--- src/rtl/uart_defs_pkg.sv ---
// Shared 8N1 UART definitions: receiver state encoding and frame constants.
// The command decoder imports the same package.
`timescale 1ns/1ps
package uart_defs_pkg;

  localparam int DATA_BITS = 8;
  localparam int STOP_BITS = 1;

  typedef enum logic [2:0] {
    IDLE  = 3'd0,
    START = 3'd1,
    DATA  = 3'd2,
    STOP  = 3'd3,
    BREAK = 3'd4
  } uart_state_e;

endpackage

--- src/rtl/uart_bit_timer.sv ---
// Loadable down-counter. tick_o is high while the count sits at zero.
`timescale 1ns/1ps
module uart_bit_timer #(
  parameter int COUNTER_WIDTH = 11
) (
  input  logic                     clk_i,
  input  logic                     rst_ni,
  input  logic                     load_i,
  input  logic [COUNTER_WIDTH-1:0] load_val_i,
  output logic                     tick_o
);

  logic [COUNTER_WIDTH-1:0] count_q;

  // Count down to zero and hold there until the next load.
  always_ff @(posedge clk_i or negedge rst_ni) begin
    if (!rst_ni) begin
      count_q <= '0;
    end else if (load_i) begin
      count_q <= load_val_i;
    end else if (count_q != '0) begin
      count_q <= count_q - COUNTER_WIDTH'(1);
    end else begin
      count_q <= count_q;
    end
  end

  assign tick_o = (count_q == '0);

endmodule

--- src/rtl/uart_receiver.sv ---
// 8N1 UART receiver: 2-flop input synchronizer, start/stop validation,
// one-cycle data_valid / framing_error strobes and a frame-busy flag.
`timescale 1ns/1ps
module uart_receiver
  import uart_defs_pkg::*;
#(
  parameter int CLK_PER_BIT   = 1154,
  parameter int HALF_BIT      = CLK_PER_BIT / 2,
  parameter int COUNTER_WIDTH = $clog2(CLK_PER_BIT)
) (
  input  logic       clk_in,
  input  logic       reset,
  input  logic       rx,
  output logic [7:0] data_out,
  output logic       data_valid,
  output logic       framing_error,
  output logic       running
);

  logic                     rx_meta_q;
  logic                     rx_sync_q;
  logic                     rx_s;
  uart_state_e              state_q;
  logic [2:0]               bit_idx_q;
  logic [7:0]               shift_q;
  logic [7:0]               data_q;
  logic                     data_valid_q;
  logic                     framing_error_q;
  logic                     running_q;
  logic                     timer_load_s;
  logic [COUNTER_WIDTH-1:0] timer_val_s;
  logic                     bit_tick_s;

  // Two-flop synchronizer; idles high so reset never looks like a start bit.
  always_ff @(posedge clk_in or negedge reset) begin
    if (!reset) begin
      rx_meta_q <= 1'b1;
      rx_sync_q <= 1'b1;
    end else begin
      rx_meta_q <= rx;
      rx_sync_q <= rx_meta_q;
    end
  end

  assign rx_s = rx_sync_q;

  // Timer reload: half a bit from the start edge, then one full bit per sample.
  always_comb begin
    timer_load_s = 1'b0;
    timer_val_s  = COUNTER_WIDTH'(CLK_PER_BIT - 1);
    case (state_q)
      IDLE: begin
        timer_load_s = ~rx_s;
        timer_val_s  = COUNTER_WIDTH'(HALF_BIT - 1);
      end
      START, DATA: begin
        timer_load_s = bit_tick_s;
        timer_val_s  = COUNTER_WIDTH'(CLK_PER_BIT - 1);
      end
      default: begin
        timer_load_s = 1'b0;
        timer_val_s  = COUNTER_WIDTH'(CLK_PER_BIT - 1);
      end
    endcase
  end

  uart_bit_timer #(
    .COUNTER_WIDTH (COUNTER_WIDTH)
  ) u_bit_timer (
    .clk_i      (clk_in),
    .rst_ni     (reset),
    .load_i     (timer_load_s),
    .load_val_i (timer_val_s),
    .tick_o     (bit_tick_s)
  );

  // Frame FSM with registered strobes; running stays high through the strobe cycle.
  always_ff @(posedge clk_in or negedge reset) begin
    if (!reset) begin
      state_q         <= IDLE;
      bit_idx_q       <= 3'd0;
      shift_q         <= 8'h00;
      data_q          <= 8'h00;
      data_valid_q    <= 1'b0;
      framing_error_q <= 1'b0;
      running_q       <= 1'b0;
    end else begin
      data_valid_q    <= 1'b0;
      framing_error_q <= 1'b0;
      case (state_q)
        IDLE: begin
          running_q <= ~rx_s;
          if (!rx_s) begin
            state_q <= START;
          end
        end
        START: begin
          if (bit_tick_s) begin
            if (rx_s) begin
              state_q   <= IDLE;
              running_q <= 1'b0;
            end else begin
              bit_idx_q <= 3'd0;
              state_q   <= DATA;
            end
          end
        end
        DATA: begin
          if (bit_tick_s) begin
            shift_q[bit_idx_q] <= rx_s;
            if (bit_idx_q == 3'(DATA_BITS - 1)) begin
              state_q <= STOP;
            end else begin
              bit_idx_q <= bit_idx_q + 3'd1;
            end
          end
        end
        STOP: begin
          if (bit_tick_s) begin
            if (rx_s) begin
              data_q       <= shift_q;
              data_valid_q <= 1'b1;
              state_q      <= IDLE;
            end else begin
              framing_error_q <= 1'b1;
              state_q         <= BREAK;
            end
          end
        end
        // A held-low line must return high before another start is accepted.
        BREAK: begin
          running_q <= 1'b0;
          if (rx_s) begin
            state_q <= IDLE;
          end
        end
        default: begin
          state_q   <= IDLE;
          running_q <= 1'b0;
        end
      endcase
    end
  end

  assign data_out      = data_q;
  assign data_valid    = data_valid_q;
  assign framing_error = framing_error_q;
  assign running       = running_q;

endmodule

--- config.mk ---
export PLATFORM = sky130hd
export DESIGN_NAME = uart_receiver
export DESIGN_NICKNAME = d
export VERILOG_FILES = /design/src/rtl/uart_defs_pkg.sv /design/src/rtl/uart_bit_timer.sv /design/src/rtl/uart_receiver.sv
export SDC_FILE = /design/constraint.sdc
export NUM_CORES = 1
export LEC_CHECK = 0
export CORE_MARGIN = 2
export CORE_UTILIZATION = 57
export DETAILED_ROUTE_END_ITERATION = 8
export PLACE_DENSITY = 0.78
export SLEW_MARGIN = 5
export SYNTH_ARGS = -nofsm -noshare
export SYNTH_HDL_FRONTEND = slang
export SYNTH_HIERARCHICAL = 1
export SYNTH_SLANG_ARGS = --single-unit
--- constraint.sdc ---
create_clock -name clk_in -period 2.87 [get_ports clk_in]
set_input_delay 0.574 -clock clk_in [delete_from_list [all_inputs] [get_ports clk_in]]
set_output_delay 0.574 -clock clk_in [all_outputs]
set_load 0.01 [all_outputs]
---- Yosys cells after proc, flatten, opt, wreduce, memory -nomap -nowiden ----
Cells that the tools add are included.
W data, S select, Z words.
word-level totals
  word-level logic and storage cells ...... 73
  input bits .............................. 3
  register bits after elaboration ......... 38
  output and inout bits ................... 11
operators by class
  multiplexer cells ....................... 30
  eq/ne operators ......................... 14
  $lt $le $gt $ge ......................... 2
  bitwise operators ....................... 2
  $add $sub $neg .......................... 2
  reduce and logical (&&, ||, !) cells .... 13
operator list
  kind                     count
  $mux W11                 3
  $mux W3                  11
  $ne A2 B2 Y1 const B     9
  $pmux W3 S5              1
  $logic_not A11 Y1        1
  $reduce_bool A11 Y1      1
  $sub A11 B1 Y11 const B  1
  $mux W1                  9
  $bwmux W8                1
  $eq A3 B2 Y1 const B     2
  $eq A3 B3 Y1 const B     2
  $pmux W3 S2              1
  $reduce_and A3 Y1        2
  $reduce_and A6 Y1        1
  $reduce_and A5 Y1        1
  $lt A3 B4 Y1 const B     1
  $reduce_bool A2 Y1       2
  $reduce_or A2 Y1         2
  $add A3 B1 Y3 const B    1
  $demux W1 S3             1
  $eq A3 B1 Y1 const B     1
  $ge A3 B1 Y1 const B     1
  $logic_not A3 Y1         1
  $pmux W1 S3              1
  other kinds (5)          6

---- Longest topological paths before layout ----
  depth in word-level cells ............... 5
  gate-level depth with buffers ........... 11
  mapped depth without buffers ............ 8

---- Cells and area by module ----
The synthesis kept the hierarchy.
by module, submodules not included
  module          sequential area each (um2)  cells an instance  times used  area an instance (um2)
  uart_receiver   678.2                       99                 1           1283.7
  uart_bit_timer  275.3                       63                 1           626.9

---- Worst setup path before layout ----
No wires, ideal clock.
  path kind ............................... register -> register
  from .................................... register u_bit_timer.count_q[3]
  to ...................................... register u_bit_timer.count_q[10]
  path buffers ............................ 3
  arrival ................................. 2.379 ns
  period minus slack after synthesis ...... 2.514 ns
  data required time ...................... 2.734 ns
  setup time .............................. 0.136 ns
  stages on the path, launching flop included .. 9
  setup slack ............................. 0.356 ns
  cells stage by stage .................... dfrtp_1 -> or4_4 -> nor3_4 -> buf_6 -> a21oi_1 -> nor2_1 -> clkbuf_1 -> clkbuf_1 -> o21ai_0
between the ends
  word-level cells in the longest chain between the ends .. 3
  elaborated cells on any way between the ends .. 7
  classes of those cells .................. 1 x add/sub; 3 x mux; 3 x reduce/logical
ends and longest elaborated chain
  element                                         line                  text
  start, declared                                 uart_bit_timer.sv:13  logic [COUNTER_WIDTH-1:0] count_q;
  start signal, assigned                          uart_bit_timer.sv:20  count_q <= load_val_i;
  start signal, assigned                          uart_bit_timer.sv:22  count_q <= count_q - COUNTER_WIDTH'(1);
  start signal, assigned                          uart_bit_timer.sv:24  count_q <= count_q;
  $logic_not A11 Y1 (*)                           uart_bit_timer.sv:28  assign tick_o = (count_q == '0);
  named net bit_tick_s                            uart_receiver.sv:32   logic bit_tick_s;
  $pmux W1 S2 (*)                                 uart_receiver.sv:51   case (state_q)
  named net timer_load_s                          uart_receiver.sv:30   logic timer_load_s;
  $mux W11 or $reduce_bool A2 Y1 (tied branches)  n/a
Mark *: on every way through the listed nets, which the timed path passes. The rest lies on a longest branch. The select of a mux whose other input is x is not followed.
A chain may end at the register's enable or synchronous reset.

---- Worst setup path in the final report ----
  from .................................... register u_bit_timer.count_q[3]
  to ...................................... register shift_q[0]
between the ends
  word-level cells in the longest chain between the ends .. 2
ends and longest elaborated chain
  element                             line                  text
  $logic_not A11 Y1                   uart_bit_timer.sv:28
  named net bit_tick_s                uart_receiver.sv:32
  $reduce_and A2 Y1 (no source line)  n/a
  end signal, assigned by index       uart_receiver.sv:110  shift_q[bit_idx_q] <= rx_s;
  end, declared                       uart_receiver.sv:25   logic [7:0] shift_q;
The timed path passes the listed nets, and every way through them passes these cells.

==> flow_summary.ini <==
[setup_path]
path_class = reg -> reg
cp-start-kind = flip-flop
critPathMaxFanout = 12
worst_ep_required_time_ns = 3.11
reg2reg_slack_ns = 0.36
crit_arrival_ns = 2.75
cp-end-kind = flip-flop

[global_route]
grt_pass1_wl_mm = 5.33
grt.overflow.total = 0
antenna_found_initial = 0
grt_usage_pct = 19.5
grt_max_degree = 39
grt_pass1_vias = 1181

[sta]
tightest_slew_ns = 0.831
relSlewSlack_pct = 44.6
setup_viol = 0
clock.fmax_ghz = 0.398
maxSlewViolCount = 0
fin_worst_skew_ns = 0.00494
setup_ws_ns = 0.360
hold_viol = 0
rsz0062_at_grt = false
final.min_clock_period_ns = 2.51
finalCritPeriodShare_pct = 87.5
setup_tns_ns = 0

[clock_network]
clk_path_buf_depth = 2
cts-htree-levels = 2
cts.root.buffer_cell = clkbuf_4
cts_tree = done
ctsResizeCount = 0
cts_setup_buffers = 0
cts_buffers = 5
path_clk_slew_ns = 0.12
postCtsHoldBufs = 0
clk_latency_ns = 0.34
clock_sinks = 38

[die]
coreArea_um2 = 3280
rows = 21
start_util_pct = 58.2
die_x_um = 61.9
io_pins = 14
die-area_um2 = 3830
fp.dieH_um = 61.9

[synthesis]
synth_mux_area_share_pct = 11.7
synth-edff-count = 0
synth_cells = 162
synthAdderAreaFrac_pct = 1.96
synth_top_cell_by_area = dfrtp_1
ys.flop_type = dfrtp_1
synth_compound_area_share_pct = 9.56
netlist_area_um2 = 1910
ys_seq_elements = 38
synth_area_leaders = dfrtp_1 (47%), mux2_2 (8.3%), mux2_1 (2.9%)
yosysSeqAreaShare_pct = 49.9
synthSimpleGateAreaFrac_pct = 19.1
synth_top_family_by_area = simple AND/OR/NAND/NOR gates
yosysWarnings = 6
yosysUniqueCellTypes = 46
yosysTopAreaCellShare_pct = 47.2
yosys.area_share.xor_xnor_pct = 3.21
avgSynthCellArea_um2 = 11.8
synthArstFlopShare_pct = 100

[min_path]
hp-class = in -> async

[layout]
fin_util_pct = 64.6
nNetsFinal = 185
fin_cells = 226
areaGrowthSynthToFinish_pct = 11.1
nFillCells = 267
final_cell_area_um2 = 2120
num_antenna_cells = 0
final_layout_size_suffix_gt1_share_pct = 19.4

[placement]
place_ws_ns = 0.375
place_area_um2 = 2060
post-dp-hpwl_mm = 2.24
portBuffers = 13
gp_congestion = 0.850
dp.cells = 218

[route]
drtIter0Drc = 97
wirelength_mm = 3.30
drcViolationCount = 0
wire_per_inst_um = 14.6
vias_per_cell = 5.54
vias = 1253
dr.pass1.iters = 4
ant_nets = 0

[power]
powerDensity_nw_per_um2 = 610
vdd_drop_max_v = 0.000322
leakage_uw = 0.000946

[run_status]
status = finished, final reports clean

[run]
drv_cap = 0
cell families after synthesis:
group | Yosys count
buffers and inverters | 14
adder cells (fa/ha/maj) | 3
AO/OA/AOI/OAI | 26
flip-flops | 38
other | 1
multiplexers | 20
XOR/XNOR | 7
AND/OR/NAND/NOR | 53
metrics by stage:
| stage | total power (uW) | hold slack (ns) |
|---|---|---|
| CTS | 1310 | 0.329 |
| global placement | 983 | 0.346 |
| floorplan | 932 | 0.278 |
| finish | 1290 | 0.312 |
| global route | 1380 | 0.355 |
| detailed placement | 1000 | 0.347 |
sequential cells by signal, summed over array words and instances, names as in the netlist:
name / count
framing_error: 1
bit_idx_q: 3
rx_meta_q: 1
data_out: 8
data_valid: 1
u_bit_timer/count_q: 11
running: 1
state_q: 3
shift_q: 8
rx_s: 1
power by group:
group	internal, uW	total [uW]	leakage [uW]	switching, uW
registers	609	700	0.000493	90.6
logic	152	297	0.000419	145
clock network	118	298	0.0000343	180
placed cells by master, fill, tap and decap left out, drive strengths merged, types with 3 or more instances in the layout:
master / n
dfrtp: 36
mux2: 19
nand2: 12
clkdlybuf4s50: 12
nor2: 10
o21ai: 7
conb: 6
clkbuf: 6
xnor2: 5
nor3: 5
inv: 4
nor3b: 4
a22o: 4
a21oi: 3
nand3: 3
ha: 3
buf: 3
per-layer routing:
layer	vias up	wire [um]	track usage (%)
met4	0	31	7.60
met1	620	1540	24.3
li1	612	-	-
met5	-	0	0
met3	4	97	6.21
met2	17	1630	31.7
synthesized netlist by cell type, types with 3 or more instances:
| cell type | instances |
|---|---|
| buf_4 | 4 |
| a21oi_1 | 3 |
| mux2_1 | 5 |
| ha_1 | 3 |
| nor3_1 | 4 |
| nor2_1 | 10 |
| nor3b_1 | 4 |
| a22o_1 | 4 |
| xnor2_1 | 5 |
| clkbuf_1 | 3 |
| mux2_2 | 14 |
| nand3_1 | 3 |
| o21ai_0 | 5 |
| nand2_1 | 12 |
| inv_1 | 4 |
| dfrtp_1 | 36 |
critical path: stages, from the launching register on:
cell and delay (ns):
dfrtp_1 0.46, or4_4 0.56, nor3_4 0.48, nand4bb_4 0.19, nor4_1 0.32, mux2_2 0.39
area by class of cell:
type	count	area, um2	area share [%]
clock buffer	6	51.3	2.42
clock inverter	2	12.5	0.590
timing repair buffer	15	140	6.60
inverter	4	15.0	0.708
sequential	38	953	44.9
multi-input combinational	115	892	42.0
tap	46	57.6	2.71
final timing paths:
check | cells after the start | to | startpoint
worst max register to register | 5 | shift_q[0]$_DFFE_PN0P_ | u_bit_timer/count_q[3]$_DFFE_PN0P_
worst min register to register | 0 | rx_s$_DFF_PN1_ | rx_meta_q$_DFF_PN1_
max in group asynchronous | 1 | shift_q[3]$_DFFE_PN0P_ | reset
min in group clk_in | 0 | rx_s$_DFF_PN1_ | rx_meta_q$_DFF_PN1_
worst min-delay path | 1 | u_bit_timer/count_q[9]$_DFFE_PN0P_ | reset
worst max-delay path | 5 | shift_q[0]$_DFFE_PN0P_ | u_bit_timer/count_q[3]$_DFFE_PN0P_
(Power assumes the default switching activity.)
